File: src/rtl/signed_range_iter.sv
// signed_range_iter: hardware form of `for (i = first; i <= limit; i += step)`
// with two's-complement signed semantics. One command in, a valid/ready stream
// of indices out, then a one-cycle done pulse (with err for step <= 0).
// Optional macro SIGNED_RANGE_ITER_COUNT_EN adds a saturating beat counter
// output iter_count.
//
// state | meaning
// IDLE  | waiting for a command, cmd_ready high
// RUN   | presenting indices, idx_valid high
// FIN   | done (and err if rejected) pulse for one cycle
module signed_range_iter #(
    parameter int WIDTH = 32,
    parameter int CNT_W = 16
) (
    input  logic             clk,
    input  logic             rst,
    input  logic             cmd_valid,
    output logic             cmd_ready,
    input  logic [WIDTH-1:0] cmd_first,
    input  logic [WIDTH-1:0] cmd_limit,
    input  logic [WIDTH-1:0] cmd_step,
    output logic             idx_valid,
    input  logic             idx_ready,
    output logic [WIDTH-1:0] idx_data,
    output logic             idx_last,
    output logic             done,
    output logic             err
`ifdef SIGNED_RANGE_ITER_COUNT_EN
    ,
    output logic [CNT_W-1:0] iter_count
`endif
);

    typedef enum logic [1:0] {
        S_IDLE = 2'd0,
        S_RUN  = 2'd1,
        S_FIN  = 2'd2
    } state_t;

    state_t             state_q, state_d;
    logic               cmd_ready_q, cmd_ready_d;
    logic               idx_valid_q, idx_valid_d;
    logic               idx_last_q, idx_last_d;
    logic [WIDTH-1:0]   idx_data_q, idx_data_d;
    logic [WIDTH-1:0]   limit_q, limit_d;
    logic [WIDTH-1:0]   step_q, step_d;
    logic               done_q, done_d;
    logic               err_q, err_d;

    // One extra bit of headroom so that index + step past the signed maximum
    // compares as greater than any limit instead of wrapping negative.
    logic signed [WIDTH:0] cur_ext, step_ext, limit_ext, nxt_ext, nxt2_ext;
    logic signed [WIDTH:0] cmd_first_ext, cmd_step_ext, cmd_limit_ext, cmd_nxt_ext;

    always_comb begin
        cur_ext       = {idx_data_q[WIDTH-1], idx_data_q};
        step_ext      = {step_q[WIDTH-1], step_q};
        limit_ext     = {limit_q[WIDTH-1], limit_q};
        nxt_ext       = cur_ext + step_ext;
        // Only used when nxt_ext <= limit, so its low WIDTH bits are exact.
        nxt2_ext      = {nxt_ext[WIDTH-1], nxt_ext[WIDTH-1:0]} + step_ext;
        cmd_first_ext = {cmd_first[WIDTH-1], cmd_first};
        cmd_step_ext  = {cmd_step[WIDTH-1], cmd_step};
        cmd_limit_ext = {cmd_limit[WIDTH-1], cmd_limit};
        cmd_nxt_ext   = cmd_first_ext + cmd_step_ext;
    end

`ifdef SIGNED_RANGE_ITER_COUNT_EN
    logic [CNT_W-1:0] cnt_q, cnt_d;
    assign iter_count = cnt_q;
`endif

    // Next-state and next-output computation for the sequencer.
    always_comb begin
        state_d     = state_q;
        cmd_ready_d = cmd_ready_q;
        idx_valid_d = idx_valid_q;
        idx_last_d  = idx_last_q;
        idx_data_d  = idx_data_q;
        limit_d     = limit_q;
        step_d      = step_q;
        done_d      = 1'b0;
        err_d       = 1'b0;
`ifdef SIGNED_RANGE_ITER_COUNT_EN
        cnt_d       = cnt_q;
`endif
        case (state_q)
            S_IDLE: begin
                cmd_ready_d = 1'b1;
                if (cmd_valid && cmd_ready_q) begin
                    cmd_ready_d = 1'b0;
                    limit_d     = cmd_limit;
                    step_d      = cmd_step;
`ifdef SIGNED_RANGE_ITER_COUNT_EN
                    cnt_d       = '0;
`endif
                    if (cmd_step_ext <= 0) begin
                        state_d = S_FIN;
                        done_d  = 1'b1;
                        err_d   = 1'b1;
                    end else if (cmd_first_ext > cmd_limit_ext) begin
                        state_d = S_FIN;
                        done_d  = 1'b1;
                    end else begin
                        state_d     = S_RUN;
                        idx_valid_d = 1'b1;
                        idx_data_d  = cmd_first;
                        idx_last_d  = (cmd_nxt_ext > cmd_limit_ext);
                    end
                end
            end
            S_RUN: begin
                if (idx_ready) begin
`ifdef SIGNED_RANGE_ITER_COUNT_EN
                    if (cnt_q != {CNT_W{1'b1}}) begin
                        cnt_d = cnt_q + {{(CNT_W-1){1'b0}}, 1'b1};
                    end
`endif
                    if (idx_last_q) begin
                        state_d     = S_FIN;
                        idx_valid_d = 1'b0;
                        idx_last_d  = 1'b0;
                        done_d      = 1'b1;
                    end else begin
                        idx_data_d = nxt_ext[WIDTH-1:0];
                        idx_last_d = (nxt2_ext > limit_ext);
                    end
                end
            end
            S_FIN: begin
                state_d     = S_IDLE;
                cmd_ready_d = 1'b1;
            end
            default: begin
                state_d     = S_IDLE;
                cmd_ready_d = 1'b1;
                idx_valid_d = 1'b0;
                idx_last_d  = 1'b0;
            end
        endcase
    end

    // State and registered outputs; reset abandons any sequence in flight.
    always_ff @(posedge clk) begin
        if (rst) begin
            state_q     <= S_IDLE;
            cmd_ready_q <= 1'b1;
            idx_valid_q <= 1'b0;
            idx_last_q  <= 1'b0;
            idx_data_q  <= '0;
            limit_q     <= '0;
            step_q      <= '0;
            done_q      <= 1'b0;
            err_q       <= 1'b0;
`ifdef SIGNED_RANGE_ITER_COUNT_EN
            cnt_q       <= '0;
`endif
        end else begin
            state_q     <= state_d;
            cmd_ready_q <= cmd_ready_d;
            idx_valid_q <= idx_valid_d;
            idx_last_q  <= idx_last_d;
            idx_data_q  <= idx_data_d;
            limit_q     <= limit_d;
            step_q      <= step_d;
            done_q      <= done_d;
            err_q       <= err_d;
`ifdef SIGNED_RANGE_ITER_COUNT_EN
            cnt_q       <= cnt_d;
`endif
        end
    end

    // cmd_ready is held low while reset is asserted.
    assign cmd_ready = cmd_ready_q & ~rst;
    assign idx_valid = idx_valid_q;
    assign idx_last  = idx_last_q;
    assign idx_data  = idx_data_q;
    assign done      = done_q;
    assign err       = err_q;

endmodule

File: config.mk
export PLATFORM = sky130hd
export DESIGN_NAME = signed_range_iter
export DESIGN_NICKNAME = d
export VERILOG_FILES = /design/src/rtl/signed_range_iter.sv
export SDC_FILE = /design/constraint.sdc
export NUM_CORES = 1
export LEC_CHECK = 0
export BUFFER_PORTS_ARGS = -buffer_cell sky130_fd_sc_hd__clkbuf_2
export CORE_ASPECT_RATIO = 0.7
export CORE_MARGIN = 4
export CORE_UTILIZATION = 61
export CTS_CLUSTER_DIAMETER = 40
export DETAILED_ROUTE_END_ITERATION = 10
export PLACE_DENSITY = 0.83
export SLEW_MARGIN = 20
export SYNTH_ARGS = -nofsm -noshare
export SYNTH_HDL_FRONTEND = slang
export SYNTH_SLANG_ARGS = --single-unit
File: constraint.sdc
create_clock -name clk -period 8.7 [get_ports clk]
set_input_delay 1.74 -clock clk [delete_from_list [all_inputs] [get_ports clk]]
set_output_delay 1.74 -clock clk [all_outputs]
set_load 0.005 [all_outputs]
==> results.json <==
{
  "status": "finished, final reports clean",
  "setup_tns_ns": 0,
  "p_leak_nw": 6.00,
  "initial_core_util": 0.620,
  "syn_area_per_cell_um2": 7.53,
  "fin_area_um2": 12200,
  "synth_edf_count": 0,
  "finalNonFillerCells": 1825,
  "multi_input_area_um2": 8500,
  "min_period_ns": 6.60,
  "n_fill_cell": 1595,
  "yosysMostFrequentCell": "nand2_1",
  "synth_cells": 1479,
  "yosysSeqAreaShare": 0.185,
  "drive_above_1_share": 0.119,
  "antenna_found_initial": 0,
  "htreeDepth": 3,
  "max_slew_margin": 0.230,
  "worst_setup_path_start_kind": "register",
  "synthArstFlopShare": 0,
  "clockRootBuffer": "clkbuf_16",
  "ys_ff_latch": 103,
  "cts_resized": 0,
  "tightest_slew_ns": 1.15,
  "port_buffers": 136,
  "dp_hpwl_mm": 28.9,
  "fin_nets": 1881,
  "die_w_um": 169,
  "synth_fp_nets": 1776,
  "regArea_um2": 2060,
  "coreArea_um2": 18000,
  "cap_violations": 0,
  "yosys-top-cells-area": "ha_1 (22%), dfxtp_1 (19%), a21oi_1 (7.6%), nand2_1 (7.4%), a21o_1 (4.9%)",
  "worst-setup-path-type": "reg2reg",
  "period_share": 0.759,
  "clockBufferDepth": 2,
  "powerDensity_nw_per_um2": 157,
  "yosys.area.top_type": "ha_1",
  "viasPerCell": 6.33,
  "grtUsageTotal": 0.339,
  "worstPathArrival_ns": 6.87,
  "diodes": 0,
  "place_area_um2": 11900,
  "cts_tree": "yes",
  "num_rows": 41,
  "end_kind": "register",
  "startpoint": "step_q[0]$_SDFFE_PP0P_",
  "ff2ff_setup_slack_ns": 2.10,
  "cts.hold.buffers_added": 0,
  "wirelength_mm": 35.4,
  "drc": 0,
  "cp.required_ns": 8.97,
  "grt_pass1_vias": 10484,
  "ant_nets": 0,
  "synth_top_area_frac": 0.219,
  "hp-start": "limit_q[8]$_SDFFE_PP0P_",
  "rsz0062_at_grt": "no",
  "wire_per_inst_um": 19.4,
  "synth_ff_type": "dfxtp_1",
  "syn_area_um2": 11100,
  "finClkSkew_ns": 0.00938,
  "synthTopCellsByCount": "nand2_1 (220), ha_1 (195), a21oi_1 (170)",
  "grt_max_degree": 97,
  "grt_first_pass_wirelength_mm": 55.5,
  "top_usage_layer": "met1",
  "cts_buffers": 9,
  "num_vias": 11554,
  "die_h_um": 121,
  "die_area_um2": 20500,
  "grt-ovfl-total": 0,
  "io_pins": 137,
  "gp_congestion": 0.984,
  "hold_path.class": "reg2reg",
  "cts.sinks": 103,
  "dp_cells": 1809,
  "grt_util_met2": 0.459,
  "clkLatencyLatePin_ns": 0.37,
  "syn2layout_area_growth_pct": 10.0,
  "grtUsageMet1": 0.515,
  "drv_slew": 0,
  "drt_first_pass_iters": 5,
  "first_iter_violations": 1443,
  "hold_viol_final": 0,
  "clock.fmax_mhz": 152,
  "post_cts_buffers": 0,
  "yosysWarnings": 0,
  "yosysUniqueCellTypes": 71,
  "cp_max_fo": 6,
  "timing.rr.start": "step_q[0]$_SDFFE_PP0P_",
  "path_clk_slew_ns": 0.08,
  "gr-usage-met3": 0.110,
  "setup_viol": 0,
  "ir_worst_vdd_mv": 0.128
}
per-layer routing:
layer | up-vias | wire (µm) | share of wire
li1 | 5582 | - | -
met1 | 5286 | 16400 | 0.46
met2 | 633 | 13500 | 0.38
met3 | 53 | 4830 | 0.14
met4 | 0 | 672 | 0.019
met5 | - | 0 | 0
cells by family after synthesis:
kind of cell / Yosys count / synth area share
and+or+nand+nor: 506 / 0.209
AOI/OAI and AO/OA: 451 / 0.269
adders and majority gates: 197 / 0.223
buffers and inverters: 144 / 0.0526
DFF: 103 / 0.185
xor gates and xnor gates: 75 / 0.0590
muxes: 3 / 0.00270
final timing paths:
| path | cells past startpoint | endpoint |
|---|---|---|
| worst max-delay path | 26 | idx_last$_SDFFE_PP0P_ |
| worst min-delay path | 2 | limit_q[8]$_SDFFE_PP0P_ |
| worst max register to register | 26 | idx_last$_SDFFE_PP0P_ |
| worst min register to register | 2 | limit_q[8]$_SDFFE_PP0P_ |
flip-flops by register name, indices dropped and copies added, names as in the netlist:
| signal | flops |
|---|---|
| err | 1 |
| state_q | 2 |
| idx_data | 32 |
| cmd_ready_q | 1 |
| step_q | 32 |
| limit_q | 32 |
| idx_valid | 1 |
| idx_last | 1 |
| done | 1 |
cells in the final DEF (no fill, tap or decap), types with 11 or more instances in the layout:
master and count:
nand2_1 220, ha_1 195, a21oi_1 170, clkbuf_2 135
nor2_1 109, dfxtp_1 103, inv_1 97, a21o_1 73
o21ai_0 59, xnor2_1 56, nand4_1 30, nor3_1 23
nand3_1 23, a311oi_1 21, xor2_1 19, o21a_1 17
and3_1 17, or3_1 17, nor2b_1 13, nand2b_1 13
o211ai_1 12, a211oi_1 12, nor4_1 11
per-stage QoR:
step                      setup WS (ns)  utilization  hold slack [ns]  power [W]
after detailed placement           2.24        0.665            0.448    0.00148
after global routing               1.35        0.682            0.479    0.00205
final                              2.10        0.682            0.457    0.00192
after floorplan                    3.14            -            0.436    0.00123
after global placement             2.51        0.665            0.442    0.00145
after CTS                          2.19        0.682            0.459    0.00190
area by class of cell:
cell class | instances | share of cell area
Inverter | 97 | 0.0297
Timing Repair Buffer | 141 | 0.0588
Tap cell | 236 | 0.0241
Clock inverter | 7 | 0.00684
Sequential cell | 103 | 0.168
Clock buffer | 9 | 0.0184
Multi-Input combinational cell | 1232 | 0.694
critical path: stages (launching register included):
cell and delay [ns]:
dfxtp_1 0.43, ha_1 0.24, inv_1 0.07, fa_1 0.40, nor2b_1 0.16, o31a_1 0.20
o21ai_0 0.12, a21boi_0 0.25, o21ai_0 0.14, a21boi_0 0.27, nor2_1 0.11, ha_1 0.40
nand3_1 0.10, a21oi_1 0.10, o21ai_0 0.14, a21boi_0 0.48, a21oi_1 0.22, o21ai_0 0.44
o21ai_0 0.22, o21ai_0 0.32, xor2_1 0.12, ha_1 0.31, nand2_1 0.07, or3_1 0.40
a2111oi_0 0.40, a21oi_1 0.12, a311oi_1 0.27
power by group:
part	switching [W]	leakage (nW)	internal, W
combinational	0.000558	5.01	0.000386
sequential	0.0000395	0.844	0.000514
clock	0.000216	0.151	0.000207
total	0.000814	6.00	0.00111
(Power assumes the default switching activity.)
